<file path="src/rtl/core_pkg.sv">
// Shared encodings for the decode/execute boundary: operand selects,
// function-code build classes and ALU function constants.
package core_pkg;

  localparam int unsigned XLEN   = 32;
  localparam int unsigned REG_AW = 5;

  typedef enum logic [1:0] {
    ASEL_RS1  = 2'd0,
    ASEL_PC   = 2'd1,
    ASEL_ZERO = 2'd2
  } asel_e;

  typedef enum logic [1:0] {
    BSEL_RS2  = 2'd0,
    BSEL_IMM  = 2'd1,
    BSEL_FOUR = 2'd2
  } bsel_e;

  typedef enum logic [1:0] {
    FCLASS_RTYPE = 2'd0,
    FCLASS_ITYPE = 2'd1,
    FCLASS_ADD   = 2'd2
  } fclass_e;

  localparam logic [9:0] FUNC_ADD  = 10'b0000000_000;
  localparam logic [9:0] FUNC_SUB  = 10'b0100000_000;
  localparam logic [9:0] FUNC_SLL  = 10'b0000000_001;
  localparam logic [9:0] FUNC_SLT  = 10'b0000000_010;
  localparam logic [9:0] FUNC_SLTU = 10'b0000000_011;
  localparam logic [9:0] FUNC_XOR  = 10'b0000000_100;
  localparam logic [9:0] FUNC_SRL  = 10'b0000000_101;
  localparam logic [9:0] FUNC_SRA  = 10'b0100000_101;
  localparam logic [9:0] FUNC_OR   = 10'b0000000_110;
  localparam logic [9:0] FUNC_AND  = 10'b0000000_111;

endpackage

</file>
<file path="src/rtl/fwd_mux.sv">
// Resolves one source operand: MEM result beats WB result beats the stored
// register-file value; x0 always reads zero.
module fwd_mux #(
  parameter int unsigned XLEN   = 32,
  parameter int unsigned REG_AW = 5
) (
  input  logic [REG_AW-1:0] i_rs,
  input  logic [XLEN-1:0]   i_data,
  input  logic              i_mem_wen,
  input  logic [REG_AW-1:0] i_mem_rd,
  input  logic [XLEN-1:0]   i_mem_data,
  input  logic              i_wb_wen,
  input  logic [REG_AW-1:0] i_wb_rd,
  input  logic [XLEN-1:0]   i_wb_data,
  output logic [XLEN-1:0]   o_data
);

  always_comb begin
    o_data = i_data;
    if (i_rs == '0)
      o_data = '0;
    else if (i_mem_wen && (i_mem_rd == i_rs))
      o_data = i_mem_data;
    else if (i_wb_wen && (i_wb_rd == i_rs))
      o_data = i_wb_data;
  end

endmodule

</file>
<file path="src/rtl/alu_operand_stage.sv">
// ID/EX pipeline register with MEM/WB operand forwarding, ALU function-code
// build and load-use hazard detection for one issue lane.
module alu_operand_stage #(
  parameter int unsigned XLEN   = core_pkg::XLEN,
  parameter int unsigned REG_AW = core_pkg::REG_AW
) (
  input  logic              clk_i,
  input  logic              rst_i,
  input  logic              id_valid_i,
  input  logic [REG_AW-1:0] id_rs1_i,
  input  logic [REG_AW-1:0] id_rs2_i,
  input  logic [XLEN-1:0]   id_rs1_data_i,
  input  logic [XLEN-1:0]   id_rs2_data_i,
  input  logic [XLEN-1:0]   id_imm_i,
  input  logic [XLEN-1:0]   id_pc_i,
  input  logic [1:0]        id_a_sel_i,
  input  logic [1:0]        id_b_sel_i,
  input  logic [1:0]        id_fclass_i,
  input  logic [2:0]        id_funct3_i,
  input  logic [6:0]        id_funct7_i,
  input  logic [REG_AW-1:0] id_rd_i,
  input  logic              id_wen_i,
  input  logic              id_is_load_i,
  input  logic              stall_i,
  input  logic              flush_i,
  input  logic              mem_wen_i,
  input  logic [REG_AW-1:0] mem_rd_i,
  input  logic [XLEN-1:0]   mem_data_i,
  input  logic              wb_wen_i,
  input  logic [REG_AW-1:0] wb_rd_i,
  input  logic [XLEN-1:0]   wb_data_i,
  output logic              ex_valid_o,
  output logic [XLEN-1:0]   ex_a_o,
  output logic [XLEN-1:0]   ex_b_o,
  output logic [9:0]        ex_func_o,
  output logic [XLEN-1:0]   ex_rs2_fwd_o,
  output logic [REG_AW-1:0] ex_rd_o,
  output logic              ex_wen_o,
  output logic              ex_is_load_o,
  output logic              load_use_o
);
  import core_pkg::*;

  logic              r_valid;
  logic [REG_AW-1:0] r_rs1, r_rs2, r_rd;
  logic [XLEN-1:0]   r_rs1_data, r_rs2_data, r_imm, r_pc;
  asel_e             r_a_sel;
  bsel_e             r_b_sel;
  logic [9:0]        r_func;
  logic              r_wen, r_is_load;

  logic [XLEN-1:0]   w_rs1_fwd, w_rs2_fwd;
  logic [XLEN-1:0]   w_rs1_wt, w_rs2_wt;
  logic [9:0]        w_func_next;
  logic [XLEN-1:0]   w_a, w_b;

  fwd_mux #(.XLEN(XLEN), .REG_AW(REG_AW)) u_fwd_rs1 (
    .i_rs(r_rs1), .i_data(r_rs1_data),
    .i_mem_wen(mem_wen_i), .i_mem_rd(mem_rd_i), .i_mem_data(mem_data_i),
    .i_wb_wen(wb_wen_i), .i_wb_rd(wb_rd_i), .i_wb_data(wb_data_i),
    .o_data(w_rs1_fwd)
  );

  fwd_mux #(.XLEN(XLEN), .REG_AW(REG_AW)) u_fwd_rs2 (
    .i_rs(r_rs2), .i_data(r_rs2_data),
    .i_mem_wen(mem_wen_i), .i_mem_rd(mem_rd_i), .i_mem_data(mem_data_i),
    .i_wb_wen(wb_wen_i), .i_wb_rd(wb_rd_i), .i_wb_data(wb_data_i),
    .o_data(w_rs2_fwd)
  );

  // Write-through: a WB result retiring in the capture cycle is missed by the register-file read.
  assign w_rs1_wt = (wb_wen_i && (wb_rd_i == id_rs1_i) && (id_rs1_i != '0)) ? wb_data_i : id_rs1_data_i;
  assign w_rs2_wt = (wb_wen_i && (wb_rd_i == id_rs2_i) && (id_rs2_i != '0)) ? wb_data_i : id_rs2_data_i;

  always_comb begin
    w_func_next = FUNC_ADD;
    case (fclass_e'(id_fclass_i))
      FCLASS_RTYPE: w_func_next = {id_funct7_i, id_funct3_i};
      FCLASS_ITYPE: w_func_next = (id_funct3_i == 3'b101) ? {id_imm_i[11:5], 3'b101}
                                                          : {7'b0, id_funct3_i};
      default:      w_func_next = FUNC_ADD;
    endcase
  end

  always_ff @(posedge clk_i) begin
    if (rst_i) begin
      r_valid    <= 1'b0;
      r_rs1      <= '0;
      r_rs2      <= '0;
      r_rd       <= '0;
      r_rs1_data <= '0;
      r_rs2_data <= '0;
      r_imm      <= '0;
      r_pc       <= '0;
      r_a_sel    <= ASEL_RS1;
      r_b_sel    <= BSEL_RS2;
      r_func     <= FUNC_ADD;
      r_wen      <= 1'b0;
      r_is_load  <= 1'b0;
    end else if (flush_i) begin
      r_valid   <= 1'b0;
      r_wen     <= 1'b0;
      r_is_load <= 1'b0;
    end else if (stall_i) begin
      r_rs1_data <= w_rs1_fwd;
      r_rs2_data <= w_rs2_fwd;
    end else begin
      r_valid    <= id_valid_i;
      r_rs1      <= id_rs1_i;
      r_rs2      <= id_rs2_i;
      r_rd       <= id_rd_i;
      r_rs1_data <= w_rs1_wt;
      r_rs2_data <= w_rs2_wt;
      r_imm      <= id_imm_i;
      r_pc       <= id_pc_i;
      r_a_sel    <= asel_e'(id_a_sel_i);
      r_b_sel    <= bsel_e'(id_b_sel_i);
      r_func     <= w_func_next;
      r_wen      <= id_wen_i;
      r_is_load  <= id_is_load_i;
    end
  end

  always_comb begin
    w_a = '0;
    case (r_a_sel)
      ASEL_RS1: w_a = w_rs1_fwd;
      ASEL_PC:  w_a = r_pc;
      default:  w_a = '0;
    endcase
  end

  always_comb begin
    w_b = '0;
    case (r_b_sel)
      BSEL_RS2:  w_b = w_rs2_fwd;
      BSEL_IMM:  w_b = r_imm;
      BSEL_FOUR: w_b = XLEN'(4);
      default:   w_b = '0;
    endcase
  end

  assign ex_valid_o   = r_valid;
  assign ex_a_o       = w_a;
  assign ex_b_o       = w_b;
  assign ex_func_o    = r_func;
  assign ex_rs2_fwd_o = w_rs2_fwd;
  assign ex_rd_o      = r_rd;
  assign ex_wen_o     = r_wen;
  assign ex_is_load_o = r_is_load;
  assign load_use_o   = r_valid && r_is_load && (r_rd != '0) &&
                        ((r_rd == id_rs1_i) || (r_rd == id_rs2_i));

endmodule
</file>
<file path="config.mk">
export PLATFORM = sky130hd
export DESIGN_NAME = alu_operand_stage
export DESIGN_NICKNAME = d
export VERILOG_FILES = /design/src/rtl/core_pkg.sv /design/src/rtl/fwd_mux.sv /design/src/rtl/alu_operand_stage.sv
export SDC_FILE = /design/constraint.sdc
export NUM_CORES = 1
export LEC_CHECK = 0
export CORE_MARGIN = 8
export CORE_UTILIZATION = 50
export DETAILED_ROUTE_END_ITERATION = 10
export GPL_ROUTABILITY_DRIVEN = 0
export GPL_TIMING_DRIVEN = 0
export PLACE_DENSITY = 0.87
export SYNTH_ARGS = -nofsm -noshare
export SYNTH_HDL_FRONTEND = slang
export SYNTH_SLANG_ARGS = --single-unit
</file>
<file path="constraint.sdc">
create_clock -name clk_i -period 6.1 [get_ports clk_i]
set_input_delay 1.525 -clock clk_i [delete_from_list [all_inputs] [get_ports clk_i]]
set_output_delay 1.525 -clock clk_i [all_outputs]
set_load 0.1 [all_outputs]
</file>
==> impl_results.md <==
* DR WL/cell at 24.5 um
* Lkg Pwr at 0.00518 uW
* Worst setup EP type: primary output
* Share of layout cells above drive strength 1 at 11.9%
* Final hold slack at 455 ps
* Critical path's largest stage delay at 640 ps
* # IOs at 357
* Antenna violations before repair at 3
* Skew final at 10.2 ps
* Most common library cell in the layout ignoring fill and taps: nand2_1
* Die Area at 25600 um2
* Fin area at 14900 um2
* Worst setup margin at 15.2 ps
* Uppermost layer routed: met5
* Drt drc at 0
* Pre-CTS WS at -853 ps
* CTS max path bufs at 2
* Vias per cell at 6.56
* Leading cell types in the layout, fill and taps excluded: 332 x nand2_1, 259 x clkdlybuf4s50_1, 213 x a21oi_1, 160 x dfxtp_1, 123 x clkbuf_1
* Yosys warns at 0
* Worst min path class: register to register
* Largest net degree at the start of global routing at 17
* Post-Syn Area at 10400 um2
* Critical Path RT at 4580 ps
* DRT Wirelength at 51700 um
* Fraction of registers with async set/reset at 0%
* Tot GR Track Use at 38.5%
* Post-synthesis cell count at 1448
* Htree depth at 4
* Initial drt markers at 2072
* Critical Path AT at 4560 ps
* Met2 wire len at 21800 um
* Met3 wire length at 7980 um
* Syn nets at 1690
* Netlist cell types at 45
* Die span in y at 160 um
* Worst VDD drop at 0.000210 V
* Vias in the first global route at 13600
* Final Cycle Share at 99.8%
* Setup Viol. Count Final at 0
* Pwr dens at 221 nW/um2
* Max-slew violations at 0
* Initial Util at 51.1%
* Fmax at 164 MHz
* Row count at 52
* Area grow syn2layout at 43.5%
* Mean Syn Cell Area at 7.16 um2
* Post-synth top flop: dfxtp_1
* Die X at 160 um
* Via count at 13800
* Pwr Total at 3290 uW
* Post-synth EDFFs at 0
* Synthesis-stage register bit count at 160
* Clk root buf: clkbuf_16
* Min cycle time layout at 6080 ps
* Clk sinks at 160
* Global-route wire length before repair at 77200 um
* Startpoint Class: input pin
* Worst Path Max Fanout at 6
* Routed Antenna Nets at 0
* Worst slew margin at 13.8%
* Fin. Hold Viols at 0
* Placed Cells at 2073
* PortBufs at 355
* CTS clk-pin slew, worst paths at 60 ps
* Grt ovf at 0
* Cts-stage hold buffer count at 0
* Nets at 2066
* CP max stage cell: a221oi_1
* Placed cell areas at 14500 um2
* Sequential area share after synthesis at 30.9%
* Metal-1 WL at 18000 um
* Critical setup path kind: input pin to primary output
* Fin cells at 2108
* Max-Cap Viols at 0
* Slew @ Worst Pin at 1290 ps
* Worst-Skew Late Latency at 440 ps
* Critical path cell sequence: clkdlybuf4s50_1, xor2_1, nor4_4, nand3b_1, a221oi_1, or4_1, a21oi_1, clkdlybuf4s15_2
* Initial DRT Pass Iterations at 11
* Core area at 20300 um2
* CTS tree: done
* CTS Buf Count at 17
* Status: complete, no violations
* Placed wire-length estimate at 39900 um
[cell type report]
cell class	count	area [um2]
clock buffer	19	433
tap	270	338
clock inverter	13	115
sequential	160	3200
buffer	153	604
antenna	1	2.50
multi-input combinational	1134	6840
timing repair buffer	357	3340
inverter	1	3.75
fill	1658	5420
[cell usage after synthesis (32+ instances only)]
cell type | n | area, um2
a221oi_1 | 39 | 342
nor2_1 | 81 | 304
o2bb2ai_1 | 32 | 280
clkbuf_1 | 121 | 454
mux2i_1 | 36 | 360
o31ai_1 | 32 | 240
or4_1 | 35 | 263
nor3_1 | 80 | 400
nor2b_1 | 35 | 219
a21oi_1 | 213 | 1070
dfxtp_1 | 160 | 3200
nand2_1 | 332 | 1250
[worst max-delay path: cells and delay by family]
kind	cells	cell delay (ps)
AOI/OAI and AO/OA	2	710
xor gates and xnor gates	1	150
buffers and inverters	2	1110
and+or+nand+nor	3	1060
[routing by layer]
metal | vias up | global-route usage [%]
met5 | - | 0
met4 | 6 | 25.3
met3 | 317 | 16.7
met2 | 1249 | 57.5
met1 | 6302 | 44.3
li1 | 5960 | -
[kinds of logic (layout without fill, tap and decap cells)]
kind of cell	Yosys count	in the layout	synth area share (%)
buffers and inverters	154	543	5.86
multiplexers	36	36	3.47
other	0	1	0
AO/OA/AOI/OAI	460	460	30.7
XOR/XNOR	38	38	3.21
flip-flops	160	160	30.9
AND/OR/NAND/NOR	600	600	25.9
[what timing repair did]
item                       CTS  global route
setup endpoints to repair   96            82
hold endpoints to repair     0             0
buffers inserted             0             2
resized for setup          339            99
pin swaps                    0             1
[state kept, by name, indices dropped and copies added, names as in the netlist]
register	cells
ex_func_o	10
r_b_sel	2
ex_is_load_o	1
r_a_sel	2
r_rs1_data	32
r_rs2	5
r_rs2_data	32
ex_valid_o	1
r_pc	32
r_rs1	5
r_imm	32
ex_rd_o	5
ex_wen_o	1
[per-stage QoR]
step	setup TNS [ps]	utilization, %
final	0	73.3
after global routing	-44.6	73.3
after CTS	-143	73.8
after detailed placement	-49560	71.5
after global placement	-45690	71.5
after floorplan	-3960	-
[path summary, 6_finish.rpt]
check                                start             end  slack [ps]  cells after the start
worst max-delay path            wb_rd_i[4]      ex_a_o[30]          20                      8
worst min-delay path              r_pc[10]        r_pc[10]         460                      2
worst max register to register    r_rs2[0]  r_rs2_data[21]        3010                      6
worst min register to register    r_pc[10]        r_pc[10]         460                      2
[power breakdown]
part           internal, uW  switching, uW
clock                   561            476
combinational           350            766
sequential             1100           35.6
total                  2010           1280
No activity file was read; power rests on OpenSTA's default activity.
